## src/rtl/midi_tx.sv

```systemverilog
// MIDI transmitter: turns note on/off and program change commands into MIDI bytes
// (with optional running status) and serialises them as 8N1 UART frames.
module midi_tx #(
  parameter int unsigned CLKS_PER_BIT   = 3200,
  parameter bit          RUNNING_STATUS = 1'b1
) (
  input  logic       CLK,
  input  logic       RST,
  input  logic       CE,
  input  logic [3:0] CHANNEL,
  input  logic       REQ,
  input  logic [1:0] CMD,
  input  logic [6:0] NOTE_NUM,
  input  logic [6:0] NOTE_VEL,
  input  logic [6:0] PROGRAM,
  output logic       READY,
  output logic       TX,
  output logic [7:0] DATA,
  output logic       DV
);

  localparam int unsigned CntW = (CLKS_PER_BIT > 1) ? $clog2(CLKS_PER_BIT) : 1;
  localparam logic [CntW-1:0] CntMax = CntW'(CLKS_PER_BIT - 1);

  typedef enum logic [2:0] {
    StIdle,
    StLoad,
    StStart,
    StData,
    StStop
  } state_e;

  state_e          state_q, state_d;
  logic [CntW-1:0] cnt_q, cnt_d;
  logic [2:0]      bit_q, bit_d;
  logic [1:0]      idx_q, idx_d;
  logic [1:0]      last_idx_q, last_idx_d;
  logic [2:0][7:0] msg_q, msg_d;
  logic [7:0]      shift_q, shift_d;
  logic            tx_q, tx_d;
  logic [7:0]      data_q, data_d;
  logic            dv_q, dv_d;
  logic [7:0]      last_status_q, last_status_d;
  logic            last_valid_q, last_valid_d;

  logic [7:0] status;
  logic       skip_status;
  logic       bit_end;

  always_comb begin
    status      = {1'b1, (CMD == 2'd2) ? 3'b100 : {2'b00, CMD[0]}, CHANNEL};
    skip_status = RUNNING_STATUS && last_valid_q && (status == last_status_q);
    bit_end     = (cnt_q == CntMax);

    state_d       = state_q;
    cnt_d         = cnt_q;
    bit_d         = bit_q;
    idx_d         = idx_q;
    last_idx_d    = last_idx_q;
    msg_d         = msg_q;
    shift_d       = shift_q;
    tx_d          = tx_q;
    data_d        = data_q;
    dv_d          = dv_q;
    last_status_d = last_status_q;
    last_valid_d  = last_valid_q;

    // Everything, including the DV flag, is frozen while CE is low.
    if (CE) begin
      dv_d = (state_q == StLoad);
      if (state_q == StStart || state_q == StData || state_q == StStop) begin
        cnt_d = bit_end ? '0 : cnt_q + 1'b1;
      end

      unique case (state_q)
        StIdle: begin
          // CMD=3 is swallowed here: no state change, READY stays high.
          if (REQ && CMD != 2'd3) begin
            msg_d[0]   = status;
            msg_d[1]   = {1'b0, (CMD == 2'd2) ? PROGRAM : NOTE_NUM};
            msg_d[2]   = {1'b0, NOTE_VEL};
            idx_d      = skip_status ? 2'd1 : 2'd0;
            last_idx_d = (CMD == 2'd2) ? 2'd1 : 2'd2;
            state_d    = StLoad;
          end
        end
        StLoad: begin
          data_d  = msg_q[idx_q];
          shift_d = msg_q[idx_q];
          if (idx_q == 2'd0) begin
            last_status_d = msg_q[0];
            last_valid_d  = 1'b1;
          end
          tx_d    = 1'b0;
          cnt_d   = '0;
          state_d = StStart;
        end
        StStart: begin
          if (bit_end) begin
            tx_d    = shift_q[0];
            bit_d   = 3'd0;
            state_d = StData;
          end
        end
        StData: begin
          if (bit_end) begin
            if (bit_q == 3'd7) begin
              tx_d    = 1'b1;
              state_d = StStop;
            end else begin
              shift_d = {1'b0, shift_q[7:1]};
              tx_d    = shift_q[1];
              bit_d   = bit_q + 3'd1;
            end
          end
        end
        StStop: begin
          if (bit_end) begin
            if (idx_q == last_idx_q) begin
              state_d = StIdle;
            end else begin
              idx_d   = idx_q + 2'd1;
              state_d = StLoad;
            end
          end
        end
        default: state_d = StIdle;
      endcase
    end
  end

  always_ff @(posedge CLK) begin
    if (RST) begin
      state_q       <= StIdle;
      cnt_q         <= '0;
      bit_q         <= 3'd0;
      idx_q         <= 2'd0;
      last_idx_q    <= 2'd0;
      msg_q         <= '0;
      shift_q       <= 8'd0;
      tx_q          <= 1'b1;
      data_q        <= 8'd0;
      dv_q          <= 1'b0;
      last_status_q <= 8'd0;
      last_valid_q  <= 1'b0;
    end else begin
      state_q       <= state_d;
      cnt_q         <= cnt_d;
      bit_q         <= bit_d;
      idx_q         <= idx_d;
      last_idx_q    <= last_idx_d;
      msg_q         <= msg_d;
      shift_q       <= shift_d;
      tx_q          <= tx_d;
      data_q        <= data_d;
      dv_q          <= dv_d;
      last_status_q <= last_status_d;
      last_valid_q  <= last_valid_d;
    end
  end

  assign READY = (state_q == StIdle);
  assign TX    = tx_q;
  assign DATA  = data_q;
  assign DV    = dv_q & CE;

endmodule
```

## config.mk

```make
export PLATFORM = sky130hd
export DESIGN_NAME = midi_tx
export DESIGN_NICKNAME = d
export VERILOG_FILES = /design/src/rtl/midi_tx.sv
export SDC_FILE = /design/constraint.sdc
export NUM_CORES = 1
export LEC_CHECK = 0
export ABC_CLOCK_PERIOD_IN_PS = 2400
export BUFFER_PORTS_ARGS = -buffer_cell sky130_fd_sc_hd__buf_2
export CORE_ASPECT_RATIO = 0.7
export CORE_UTILIZATION = 50
export DETAILED_ROUTE_END_ITERATION = 12
export PLACE_DENSITY = 0.7
export SYNTH_ARGS = -nofsm -noshare
export SYNTH_HDL_FRONTEND = slang
export SYNTH_SLANG_ARGS = --single-unit
```

## constraint.sdc

```tcl
create_clock -name CLK -period 2.4 [get_ports CLK]
set_input_delay 0.36 -clock CLK [delete_from_list [all_inputs] [get_ports CLK]]
set_output_delay 0.36 -clock CLK [all_outputs]
set_load 0.05 [all_outputs]
```

# Word-level counts from Yosys, hierarchy flattened
# Cells that the tools add are included.
[op_classes]
n_lt_le_gt_ge = 1
bitwise = 1
reduce_logical = 20
n_eq_ne = 17
add_sub_neg = 3
mux = 31
[ops]
columns = ["cell", "count"]
rows = [
  ["$mux W12", 3],
  ["$mux W3", 9],
  ["$mux W8", 3],
  ["$bmux W8 S2", 1],
  ["$pmux W8 S2", 1],
  ["$pmux W3 S5", 1],
  ["$add A12 B1 Y12 const B", 1],
  ["$eq A12 B12 Y1 const B", 1],
  ["$ne A2 B2 Y1 const B", 6],
  ["$reduce_and A5 Y1", 2],
  ["$eq A8 B8 Y1", 1],
  ["$mux W2", 4],
  ["$reduce_and A4 Y1", 2],
  ["$reduce_bool A2 Y1", 4],
  ["$mux W7", 1],
  ["$eq A3 B2 Y1 const B", 2],
  ["$eq A3 B3 Y1 const B", 2],
  ["$pmux W3 S2", 1],
  ["$reduce_and A3 Y1", 2],
  ["$reduce_and A6 Y1", 1],
  ["$mux W1", 5],
  ["$ne A2 B1 Y1 const B", 2],
  ["$pmux W2 S2", 1],
  ["$reduce_and A2 Y1", 2],
  ["other kinds (13)", 15],
]
[totals]
inputBits = 31
elab_cells = 87
register_bits = 71
output_inout_bits = 11

# Logic depth before layout (Yosys ltp)
[logic_depth]
ltp_word = 7
ltp_mapped = 9
depth_no_buf = 6

# Worst setup path before layout
# OpenSTA, ideal clock, no wires.
[synth_timing]
path_type = "register -> register"
startpoint = "reg idx_q[1]"
endpoint = "reg last_status_q[7]"
t_arrival_ps = 1714
setup_slack_ps = 615
synth_period_minus_slack_ps = 1785
path_stages_with_launch = 10
setup_time_ps = 71
t_required_ps = 2329
path_buffers = 4
path_cell_list = "dfxtp_1 buf_2 buf_2 clkbuf_1 inv_1 ha_1 clkbuf_1 nand2_1 nand2_1 a21oi_1"
[synth_via]
elab_chain_cells = 2
[synth_lines]
columns = ["element", "line_no", "source"]
rows = [
  ["start, declared", "36", "logic [1:0] idx_q, idx_d;"],
  ["start signal, assigned", "150", "idx_q <= idx_d;"],
  ["$logic_not A2 Y1", "90", "if (idx_q == 2'd0) begin"],
  ["$reduce_and A3 Y1 (no line)", "--", ""],
  ["end signal, assigned", "157", "last_status_q <= last_status_d;"],
  ["end, declared", "43", "logic [7:0] last_status_q, last_status_d;"],
]
# Every way passes these cells.
# A chain may end at the register's enable or synchronous reset.

# Worst setup path after layout
[layout_timing]
startpoint = "reg cnt_q[0]"
endpoint = "reg shift_q[1]"
[layout_via]
elab_chain_cells = 3
[layout_lines]
columns = ["element", "line_no", "source"]
rows = [
  ["start, declared", "34", "logic [CntW-1:0] cnt_q, cnt_d;"],
  ["start signal, assigned", "148", "cnt_q <= cnt_d;"],
  ["$eq A12 B12 Y1", "53", "bit_end = (cnt_q == CntMax);"],
  ["$ne A2 B2 Y1 (no line)", "--", ""],
  ["$reduce_and A4 Y1 (no line)", "--", ""],
  ["end signal, assigned", "153", "shift_q <= shift_d;"],
  ["end, declared", "39", "logic [7:0] shift_q, shift_d;"],
]
# Every way passes these cells.

==> run summary <==
number of setup violations in the final report - 0
leakage power figure - 1.382 nW
actual transition at the worst max-transition pin - 0.6024 ns
num rows - 24
post-layout utilization of the core - 58.49%
switching part of the total power - 26.64%
Post CTS Setup Buffer Count - 0
global router's overall resource usage - 22.84%
summed instance area of the synthesized netlist - 3251 sq um
Detailed Route Iter0 Violations - 171
Relative slew margins - 59.84%
cell taking the most area after synthesis - sky130_fd_sc_hd__dfxtp_1
Total Nets Final - 449
commonest cells after routing, fill and taps aside - sky130_fd_sc_hd__dfxtp_1 (68), sky130_fd_sc_hd__nor2_1 (52), sky130_fd_sc_hd__nand2_1 (52)
wire length of the first global-routing pass - 12,010 um
leading cell type in the layout, fill and taps excluded - sky130_fd_sc_hd__dfxtp_1
area fraction of the dominant cell type after synthesis - 41.88%
number of warning messages in the yosys log - 0
die boundary height - 69.46 um
number of antenna cells inserted - 0
Seq cells post-synth - 68
fill cell instance count of the final layout - 568
type of origin of the critical path - flop
count of final hold-check violations - 0
Critical Path AT - 2.33 ns
period utilization - 88.05%
beginning of the worst register-to-register path - cnt_q[0]
number of distinct library cells after synthesis - 46
hold_buf cts - 0
TNS Setup - 0 ns
worst min-delay path class - in -> reg
Final GP Congestion - 0.8178
Detail Placement HPWL - 5038 um
number of cells upsized or downsized after cts - 0
result of the run - complete, but fails checks
CTS Buffer Depth - 2
TritonCTS clock tree - built
total routed wirelength - 7213 um
largest fanout on the critical path - 8
CTS Root Cell - sky130_fd_sc_hd__clkbuf_8
power density over the cells - 678.0 nW/um^2
ys flop type - sky130_fd_sc_hd__dfxtp_1
remaining routing DRC violations - 3
number of vias after detailed routing - 2,706
largest net degree at the start of global routing - 59
Reg power frac - 48.6%
die width - 98.37 um
violated checks - design-rule violations
number of buffers inserted by port buffering - 41
setup repair after global routing missed its margin - no
cells taking the most area after synthesis - sky130_fd_sc_hd__dfxtp_1 (42%), sky130_fd_sc_hd__mux2i_1 (7.4%), sky130_fd_sc_hd__nand2_1 (6.0%)
CTS buffer count - 9
number of clock sinks seen by CTS - 68
DIE AREA - 6833 sq um
Sw Pwr - 0.6599 mW
post-layout min period - 2.113 ns
Required @ worst endpoint - 2.61 ns
post-synthesis instance total - 380
Reg clk slew, reported paths - 0.07 ns
highest achievable clock rate - 0.4732 GHz
Net Count, Synth - 415
clock skew after layout - 0.006673 ns
capturing element type of the critical path - flop
part of the Yosys area used for sequential elements - 41.88%
core area - 6246 sq um
relative contribution of combinational cells to total power - 12.7%
mean instance size in the synthesized netlist - 8.554 sq um
Clock Latency Late Sink - 0.35 ns
fraction of power consumed by the clock network - 38.8%
effective utilization at floorplan - 52.04%
critical path type - reg -> reg
area growth from synthesis to final layout - 12.39%
H-tree depth - 3
internal power summed over all cells - 1.817 mW
antenna-violating nets left - 0
worst setup path startpoint - cnt_q[0]
share of synthesized registers carrying an async set or reset - 0%
detailed-route vias per instance - 5.445
via count of the first global-routing pass - 2,515
initial antenna violation count - 0
number of pins exceeding their max-slew limit in the final report - 0
proportion of layout cells with a drive suffix above 1 - 17.66%
MaxCap Viol Count - 0
global-route congestion overflow total - 0
Worst Min Path Start - NOTE_VEL[1]
# IOs - 42
Initial DRT Pass Iterations - 8
routed length per placed instance - 14.51 um
maximum VDD drop - 0.4450 mV
EDFF count, synth - 0
-- path summary, 6_finish.rpt --
path / slack (ns) / endpoint / cells after the start
worst min register to register: 0.46 / msg_q[21] / 2
worst max register to register: 0.29 / shift_q[1] / 6
worst max-delay path: 0.29 / shift_q[1] / 6
worst min-delay path: 0.24 / msg_q[17] / 3
-- power groups by stage --
stage	sequential (mW)	clock, mW	combinational (mW)
2_1_floorplan	1.25	0	0.212
3_3_place_gp	1.23	0	0.306
3_5_place_dp	1.23	0	0.311
4_1_cts	1.20	0.981	0.313
5_1_grt	1.21	1.03	0.343
6_report	1.20	0.961	0.313
-- area by class of cell --
class,instances,area (sq um),area share [%]
Sequential cell,68,1361,37.26
Timing Repair Buffer,50,272.8,7.466
Multi-Input combinational cell,280,1700,46.54
Inverter,5,18.77,0.5137
Clock inverter,4,47.55,1.301
Clock buffer,12,155.1,4.247
Tap cell,78,97.59,2.671
-- critical path, cell delays in order (launching register included) --
cell	delay, ns
sky130_fd_sc_hd__dfxtp_1	0.37
sky130_fd_sc_hd__ha_1	0.21
sky130_fd_sc_hd__nand2_1	0.15
sky130_fd_sc_hd__nor4_4	0.47
sky130_fd_sc_hd__a31o_1	0.48
sky130_fd_sc_hd__mux2i_1	0.24
sky130_fd_sc_hd__nor2_1	0.05
-- cell usage after synthesis (2+ instances only) --
| cell type | count |
|---|---|
| sky130_fd_sc_hd__nand4_1 | 5 |
| sky130_fd_sc_hd__a21oi_1 | 34 |
| sky130_fd_sc_hd__ha_1 | 4 |
| sky130_fd_sc_hd__a211oi_1 | 8 |
| sky130_fd_sc_hd__nor3b_1 | 2 |
| sky130_fd_sc_hd__inv_1 | 5 |
| sky130_fd_sc_hd__nor4_1 | 2 |
| sky130_fd_sc_hd__nand3_1 | 11 |
| sky130_fd_sc_hd__nor2b_1 | 3 |
| sky130_fd_sc_hd__nand2b_1 | 6 |
| sky130_fd_sc_hd__nand3b_1 | 2 |
| sky130_fd_sc_hd__o21a_1 | 9 |
| sky130_fd_sc_hd__o221ai_1 | 11 |
| sky130_fd_sc_hd__clkbuf_1 | 12 |
| sky130_fd_sc_hd__and2_1 | 2 |
| sky130_fd_sc_hd__nor3_1 | 5 |
| sky130_fd_sc_hd__mux2i_1 | 24 |
| sky130_fd_sc_hd__and3_1 | 4 |
| sky130_fd_sc_hd__xor2_1 | 12 |
| sky130_fd_sc_hd__buf_6 | 2 |
| sky130_fd_sc_hd__nor2_1 | 52 |
| sky130_fd_sc_hd__dfxtp_1 | 68 |
| sky130_fd_sc_hd__nand2_1 | 52 |
| sky130_fd_sc_hd__o21ai_0 | 9 |
| sky130_fd_sc_hd__buf_2 | 8 |
| sky130_fd_sc_hd__clkbuf_8 | 4 |
| sky130_fd_sc_hd__xnor2_1 | 5 |
-- state kept, by name, summed over array words and instances, names as in the netlist --
| signal | count |
|---|---|
| msg_q | 20 |
| cnt_q | 12 |
| DATA | 8 |
| shift_q | 8 |
| last_status_q | 7 |
| bit_q | 3 |
| state_q | 3 |
| idx_q | 2 |
| last_idx_q | 2 |
| TX | 1 |
| dv_q | 1 |
| last_valid_q | 1 |
-- metrics by stage --
stage	setup slack [ns]	power, mW	hold slack (ns)	instances	cell area (sq um)
3_3_place_gp	0.3540	1.532	0.4446	481	3451
2_1_floorplan	0.6154	1.462	0.4337	380	3251
4_1_cts	0.2871	2.497	0.2246	497	3654
3_5_place_dp	0.2923	1.540	0.4521	481	3451
6_report	0.2869	2.477	0.2408	497	3654
5_1_grt	0.1073	2.578	0.2386	497	3654
-- kinds of logic after synthesis --
logic type | synth area share (%)
AOI/OAI and AO/OA | 16.51
xor gates and xnor gates | 4.580
adders and majority gates | 1.540
buffers and inverters | 5.812
DFF | 41.88
muxes | 7.737
and+or+nand+nor | 21.94
-- layer usage --
| layer | vias up | share of wire [%] | track usage (%) |
|---|---|---|---|
| met5 | - | 0 | 0 |
| met4 | 0 | 1.3 | 9.453 |
| met3 | 8 | 4.2 | 6.452 |
| met2 | 50 | 42 | 31.22 |
| met1 | 1260 | 52 | 33.42 |
| li1 | 1388 | - | - |
No activity file was read; power rests on OpenSTA's default activity.
